### config.mk
export PLATFORM = sky130hd
export DESIGN_NAME = sum_uart_tx
export DESIGN_NICKNAME = d
export VERILOG_FILES = /design/src/rtl/sum_uart_tx.sv
export SDC_FILE = /design/constraint.sdc
export NUM_CORES = 1
export LEC_CHECK = 0
export ABC_AREA = 1
export BUFFER_PORTS_ARGS = -buffer_cell sky130_fd_sc_hd__clkbuf_2
export CAP_MARGIN = 0
export CORE_MARGIN = 5
export CORE_UTILIZATION = 30
export CTS_CLUSTER_SIZE = 10
export DETAILED_ROUTE_END_ITERATION = 7
export GPL_TIMING_DRIVEN = 0
export PLACE_DENSITY_LB_ADDON = 0.05
export SLEW_MARGIN = 20
export SYNTH_ARGS = -nofsm -noshare
export SYNTH_HDL_FRONTEND = slang
export SYNTH_SLANG_ARGS = --single-unit
### constraint.sdc
create_clock -name clk -period 1.8 [get_ports clk]
set_input_delay 0.09 -clock clk [delete_from_list [all_inputs] [get_ports clk]]
set_output_delay 0.09 -clock clk [all_outputs]
set_load 0.03 [all_outputs]
### src/rtl/sum_uart_tx.sv
// UART transmitter for the adder sum: one byte per valid/ready handshake, sent as
// start, 8 data bits LSB first, optional even parity, then one or two stop bits.
module sum_uart_tx #(
    parameter int CLKS_PER_BIT = 434,
    parameter int PARITY_EN    = 0,
    parameter int STOP_BITS    = 1
) (
    input  logic       clk,
    input  logic       rst,
    input  logic [7:0] data_i,
    input  logic       valid_i,
    output logic       ready_o,
    output logic       tx_o,
    output logic       busy_o,
    output logic       done_o
);

    localparam int CntW = (CLKS_PER_BIT > 1) ? $clog2(CLKS_PER_BIT) : 1;
    localparam logic [CntW-1:0] CntMax = CntW'(CLKS_PER_BIT - 1);
    localparam logic LastStop = 1'(STOP_BITS - 1);

    typedef enum logic [2:0] {
        IDLE,
        START,
        DATA,
        PARITY,
        STOP
    } state_t;

    state_t          state_q;
    logic [CntW-1:0] baudCnt_q;
    logic [2:0]      bitIdx_q;
    logic [7:0]      shift_q;
    logic            parity_q;
    logic            stopIdx_q;
    logic            tx_q;
    logic            done_q;
    logic            bitEnd;

    assign bitEnd  = (baudCnt_q == CntMax);
    assign ready_o = (state_q == IDLE);
    assign busy_o  = !ready_o;
    assign tx_o    = tx_q;
    assign done_o  = done_q;

    always_ff @(posedge clk) begin
        if (rst) begin
            state_q   <= IDLE;
            baudCnt_q <= '0;
            bitIdx_q  <= '0;
            shift_q   <= '0;
            parity_q  <= 1'b0;
            stopIdx_q <= 1'b0;
            tx_q      <= 1'b1;
            done_q    <= 1'b0;
        end else begin
            done_q <= 1'b0;
            if (state_q != IDLE) begin
                baudCnt_q <= bitEnd ? '0 : baudCnt_q + CntW'(1);
            end
            case (state_q)
                IDLE: begin
                    if (valid_i) begin
                        shift_q   <= data_i;
                        parity_q  <= ^data_i;
                        baudCnt_q <= '0;
                        bitIdx_q  <= '0;
                        stopIdx_q <= 1'b0;
                        tx_q      <= 1'b0;
                        state_q   <= START;
                    end
                end
                START: begin
                    if (bitEnd) begin
                        tx_q    <= shift_q[0];
                        state_q <= DATA;
                    end
                end
                DATA: begin
                    // The next bit to drive is always shift_q[1] before the shift lands.
                    if (bitEnd) begin
                        shift_q <= shift_q >> 1;
                        if (bitIdx_q == 3'd7) begin
                            bitIdx_q <= '0;
                            if (PARITY_EN != 0) begin
                                tx_q    <= parity_q;
                                state_q <= PARITY;
                            end else begin
                                tx_q    <= 1'b1;
                                state_q <= STOP;
                            end
                        end else begin
                            bitIdx_q <= bitIdx_q + 3'd1;
                            tx_q     <= shift_q[1];
                        end
                    end
                end
                PARITY: begin
                    if (bitEnd) begin
                        tx_q    <= 1'b1;
                        state_q <= STOP;
                    end
                end
                STOP: begin
                    if (bitEnd) begin
                        if (stopIdx_q == LastStop) begin
                            stopIdx_q <= 1'b0;
                            done_q    <= 1'b1;
                            state_q   <= IDLE;
                        end else begin
                            stopIdx_q <= stopIdx_q + 1'b1;
                        end
                    end
                end
                default: begin
                    tx_q    <= 1'b1;
                    state_q <= IDLE;
                end
            endcase
        end
    end

endmodule
* Word level (Yosys, flattened, before mapping) *
Index checks and enable logic that the tools add are counted.

storage, ports and cells
  register bits = 26
  word-level logic and storage cells = 64
  output and inout bits = 4
  bits of input ports = 11

cells by class
  bitwise logic cells = 2
  muxes and demuxes = 29
  add/sub/neg operators = 3
  reduce and logical (&&, ||, !) cells = 10
  equal/unequal tests = 13

operator list
  cell                 number
  $mux 9               4
  $mux 3               10
  $mux 8               2
  $pmux 8 s2           1
  $pmux 3 s5           1
  $ne 2x2->1 const B   7
  $add 9x1->9 const B  1
  $eq 9x9->1 const B   1
  $mux 1               8
  $reduce_and 7->1     1
  $eq 3x2->1 const B   2
  $eq 3x3->1 const B   2
  $pmux 3 s2           1
  $reduce_and 3->1     2
  $pmux 1 s5           1
  $reduce_and 5->1     1
  $reduce_bool 2->1    2
  $add 3x1->3 const B  1
  $eq 3x1->1 const B   1
  $logic_not 3->1      1
  $reduce_bool 3->1    1
  $reduce_or 3->1      1
  $not 1->1            2
  $pmux 1 s2           1
  2 further kinds      2

* Longest topological paths before layout *
  depth after elaboration = 5
  mapped depth = 10
  gate-level depth less buffers = 10

* Worst setup path after synthesis *
Ideal clock, no wire load.

  path kind = reg-to-reg
  start = reg baudCnt_q[0]
  end = reg bitIdx_q[2]
  arrival time = 1302 ps
  required time = 1683 ps
  path slack = 381 ps
  library setup time = 117 ps
  stages on the path, launching flop included = 10
  period minus slack after synthesis = 1419 ps
  cell sequence = dfxtp_1 > ha_1 > nand2_1 > nor2_4 > nand2_4 > nand2_8 > nand2_8 > buf_8 > a21oi_2 > nor3_2

between the ends
  longest elaborated chain between the ends = 3

RTL lines
  what                               RTL line  RTL
  start: declaration                 31        logic [CntW-1:0] baudCnt_q;
  start signal: assignment           59        baudCnt_q <= bitEnd ? '0 : baudCnt_q + CntW'(1);
  $eq 9x9->1                         40        assign bitEnd = (baudCnt_q == CntMax);
  $ne 2x2->1 (no source line)        -
  $reduce_and 3->1 (no source line)  -
  end signal: assignment             93        bitIdx_q <= bitIdx_q + 3'd1;
  end: declaration                   32        logic [2:0] bitIdx_q;

No other way between the ends.
A chain may end at the register's enable or synchronous reset.

* Worst setup path after layout *
Ends and elaborated chain as after synthesis.

==> results.py <==
metrics = {
    "synth": {
        "syn_nets": 198,
        "synth.distinct_cells": 29,
        "synth_sequential_area_ratio": 0.3503,
        "yosys-top-cells-count": "nand2_1, dfxtp_1, a21oi_1, nand3_1, inv_1",
        "avgSynthCellArea_um2": 7.808,
        "syn_area_mm2": 0.001429,
        "synth_async_sr_flop_share": 0,
        "synth_area_leaders": "dfxtp_1, nand2_1, a21oi_2",
        "ys.flop_type": "dfxtp_1",
        "yosysTopAreaCellShare": 0.3503,
        "yosysTopAreaCell": "dfxtp_1",
        "ys_ff_latch": 25,
        "synth_enable_flop_cells": 0,
        "synth_cells": 183,
        "ys_warn_count": 0,
        "yosysMostFrequentCell": "nand2_1",
    },
    "critical_path": {
        "critical_path_arrival_ns": 1.73,
        "r2r_start": "baudCnt_q[0]$_SDFF_PP0_",
        "rr_worst_depth": 9,
        "critPathRequiredTime_ns": 1.96,
        "critPathKind": "reg2reg",
        "critPathCaptureType": "register",
        "reg2reg_to": "bitIdx_q[2]$_SDFFE_PP0P_",
        "critPathMaxFanout": 10,
        "startpoint_type": "register",
        "reg2reg_slack_ns": 0.23,
    },
    "grt": {
        "overflow": 0,
        "grt_usage": 0.1157,
        "grt_pass1_wl_mm": 5.816,
        "grt_max_degree": 14,
        "grt_antenna_before_repair": 0,
        "grt_pass1_vias": 1197,
    },
    "routing": {
        "drc": 0,
        "vias_per_cell": 4.663,
        "firstDrtPassIters": 4,
        "wl_per_cell_um": 13.20,
        "antenna_left": 0,
        "routed_wl_mm": 3.366,
        "dr_total_vias": 1189,
        "first_iter_violations": 63,
    },
    "floorplanning": {
        "die_y_um": 79.02,
        "start_util": 0.3066,
        "die_w_um": 79.02,
        "core_region_area_mm2": 0.004661,
        "ios": 15,
        "rows": 25,
        "dieArea_mm2": 0.006243,
    },
    "power_and_ir_drop": {
        "clkPwrFrac": 0.152,
        "p_sw_uw": 1011,
        "power.density_mw_per_mm2": 1398,
        "p_leak_uw": 0.0006793,
        "switching_share": 0.4485,
        "p_seq_frac": 0.352,
        "ir_drop_mv": 0.4634,
        "p_int_uw": 1243,
        "share_comb_of_total_power": 0.496,
    },
    "worst_hold_path": {
        "hold_end": "shift_q[3]$_SDFFE_PP0P_",
        "hold_depth": 2,
        "hold_class": "in2reg",
        "min_from": "rst",
    },
    "cts": {
        "tritoncts": "yes",
        "clk_path_buf_depth": 2,
        "clock-sinks": 25,
        "postCtsSetupRepairBufs": 0,
        "clk_pin_slew_worst_paths_ns": 0.09,
        "clk_latency_ns": 0.27,
        "postCtsHoldBufs": 0,
        "cts-root-buf": "clkbuf_8",
        "cts_made_buffers": 3,
        "cts_resized": 0,
        "htree_num_levels": 1,
    },
    "sta": {
        "relSlewSlack": 0.5603,
        "tightest_slew_ns": 0.6596,
        "finalSetupTns_ns": 0,
        "fmax_ghz": 0.6384,
        "drv_slew": 0,
        "period_needed_ns": 1.566,
        "fin_skew_ns": 0.005845,
        "timing.hold.ws_ns": 0.08920,
        "hold_violations": 0,
        "rsz0062_at_grt": "no",
        "setup_violations": 0,
        "finalCritPeriodShare": 0.8702,
    },
    "place": {
        "dpl.hpwl_mm": 2.503,
        "io_buffers": 14,
        "place.gp.congestion": 0.7354,
    },
    "final_layout": {
        "area_growth_pct": 12.78,
        "drive_above_1_share": 0.2537,
        "fillerInstances": 505,
        "num-nets-final": 217,
        "seqCellArea_um2": 500.5,
        "multi_input_area_um2": 817.0,
        "num_antenna_cells": 0,
    },
    "flow_run": {
        "cap_violations": 0,
    },
    "status": {
        "run_status": "finished clean",
    },
}
-- layout by cell type, fill, tap and decap left out, types with 2 or more instances in the layout --
| cell type | instances |
|---|---|
| nor2_1 | 5 |
| inv_2 | 8 |
| a21oi_1 | 15 |
| nor2_4 | 2 |
| dfxtp_1 | 25 |
| xor2_1 | 2 |
| nand2_1 | 41 |
| a21oi_2 | 11 |
| nand2_4 | 2 |
| inv_1 | 14 |
| clkbuf_2 | 14 |
| a21oi_4 | 2 |
| nand3_4 | 2 |
| ha_1 | 4 |
| clkbuf_1 | 2 |
| clkbuf_8 | 3 |
| o21ai_1 | 11 |
| nand2_8 | 2 |
| nand3_1 | 15 |
| o21ai_0 | 5 |
| nor3_1 | 6 |
-- final cells by class --
class,count,area share
Timing Repair Buffer,14,0.04348
Multi-Input combinational cell,132,0.5070
Buffer,3,0.01475
Clock buffer,4,0.02795
Inverter,23,0.05435
Sequential cell,25,0.3106
Tap cell,54,0.04193
-- state kept, by name, indices dropped and copies added, names as in the netlist --
name / cells
state_q: 3
bitIdx_q: 3
baudCnt_q: 9
tx_o: 1
done_o: 1
shift_q: 8
-- metrics by stage --
step / utilization / setup WS (ns) / instances / total power [µW] / instance area (µm²)
after floorplan: - / 0.3807 / 183 / 1686 / 1429
after global placement: 0.3361 / 0.2303 / 251 / 1942 / 1567
after detailed placement: 0.3361 / 0.2283 / 251 / 1945 / 1567
after CTS: 0.3458 / 0.2090 / 255 / 2300 / 1612
after global routing: 0.3458 / 0.1064 / 255 / 2454 / 1612
final: 0.3458 / 0.2336 / 255 / 2253 / 1612
-- worst max path at each step --
stage,start,cells after the start,to
final,baudCnt_q[0]$_SDFF_PP0_,9,bitIdx_q[2]$_SDFFE_PP0P_
after global routing,baudCnt_q[0]$_SDFF_PP0_,9,bitIdx_q[0]$_SDFFE_PP0P_
after CTS,baudCnt_q[0]$_SDFF_PP0_,9,bitIdx_q[2]$_SDFFE_PP0P_
after detailed placement,baudCnt_q[0]$_SDFF_PP0_,9,bitIdx_q[2]$_SDFFE_PP0P_
after global placement,baudCnt_q[0]$_SDFF_PP0_,9,bitIdx_q[2]$_SDFFE_PP0P_
after floorplan,baudCnt_q[0]$_SDFF_PP0_,9,bitIdx_q[2]$_SDFFE_PP0P_
-- cell families after synthesis --
family | share of synthesized area
XOR/XNOR | 0.01226
flip-flops | 0.3503
buffers and inverters | 0.07792
AO/OA/AOI/OAI | 0.2110
AND/OR/NAND/NOR | 0.3135
adder cells (fa/ha/maj) | 0.03503
-- layer usage --
metal / track usage / share of wire
met1: 0.1583 / 0.50
met2: 0.1869 / 0.46
met3: 0.02041 / 0.034
met4: 0.03093 / 0.0056
met5: 0 / 0
-- power groups by stage --
stage	Clock (µW)	Combinational (µW)	Sequential (µW)
2_1_floorplan	0	880	806
6_report	341	1120	794
4_1_cts	362	1140	795
5_1_grt	380	1260	818
3_3_place_gp	0	1140	806
3_5_place_dp	0	1140	808
-- worst max-delay path: stages (launching register included) --
cell and delay [ns]:
dfxtp_1 0.41, ha_1 0.17, nand2_1 0.08, nor2_4 0.17, nand2_4 0.13, nand2_8 0.11
nand2_8 0.07, buf_8 0.15, a21oi_2 0.11, nor3_2 0.04
No activity file was read; power rests on OpenSTA's default activity.
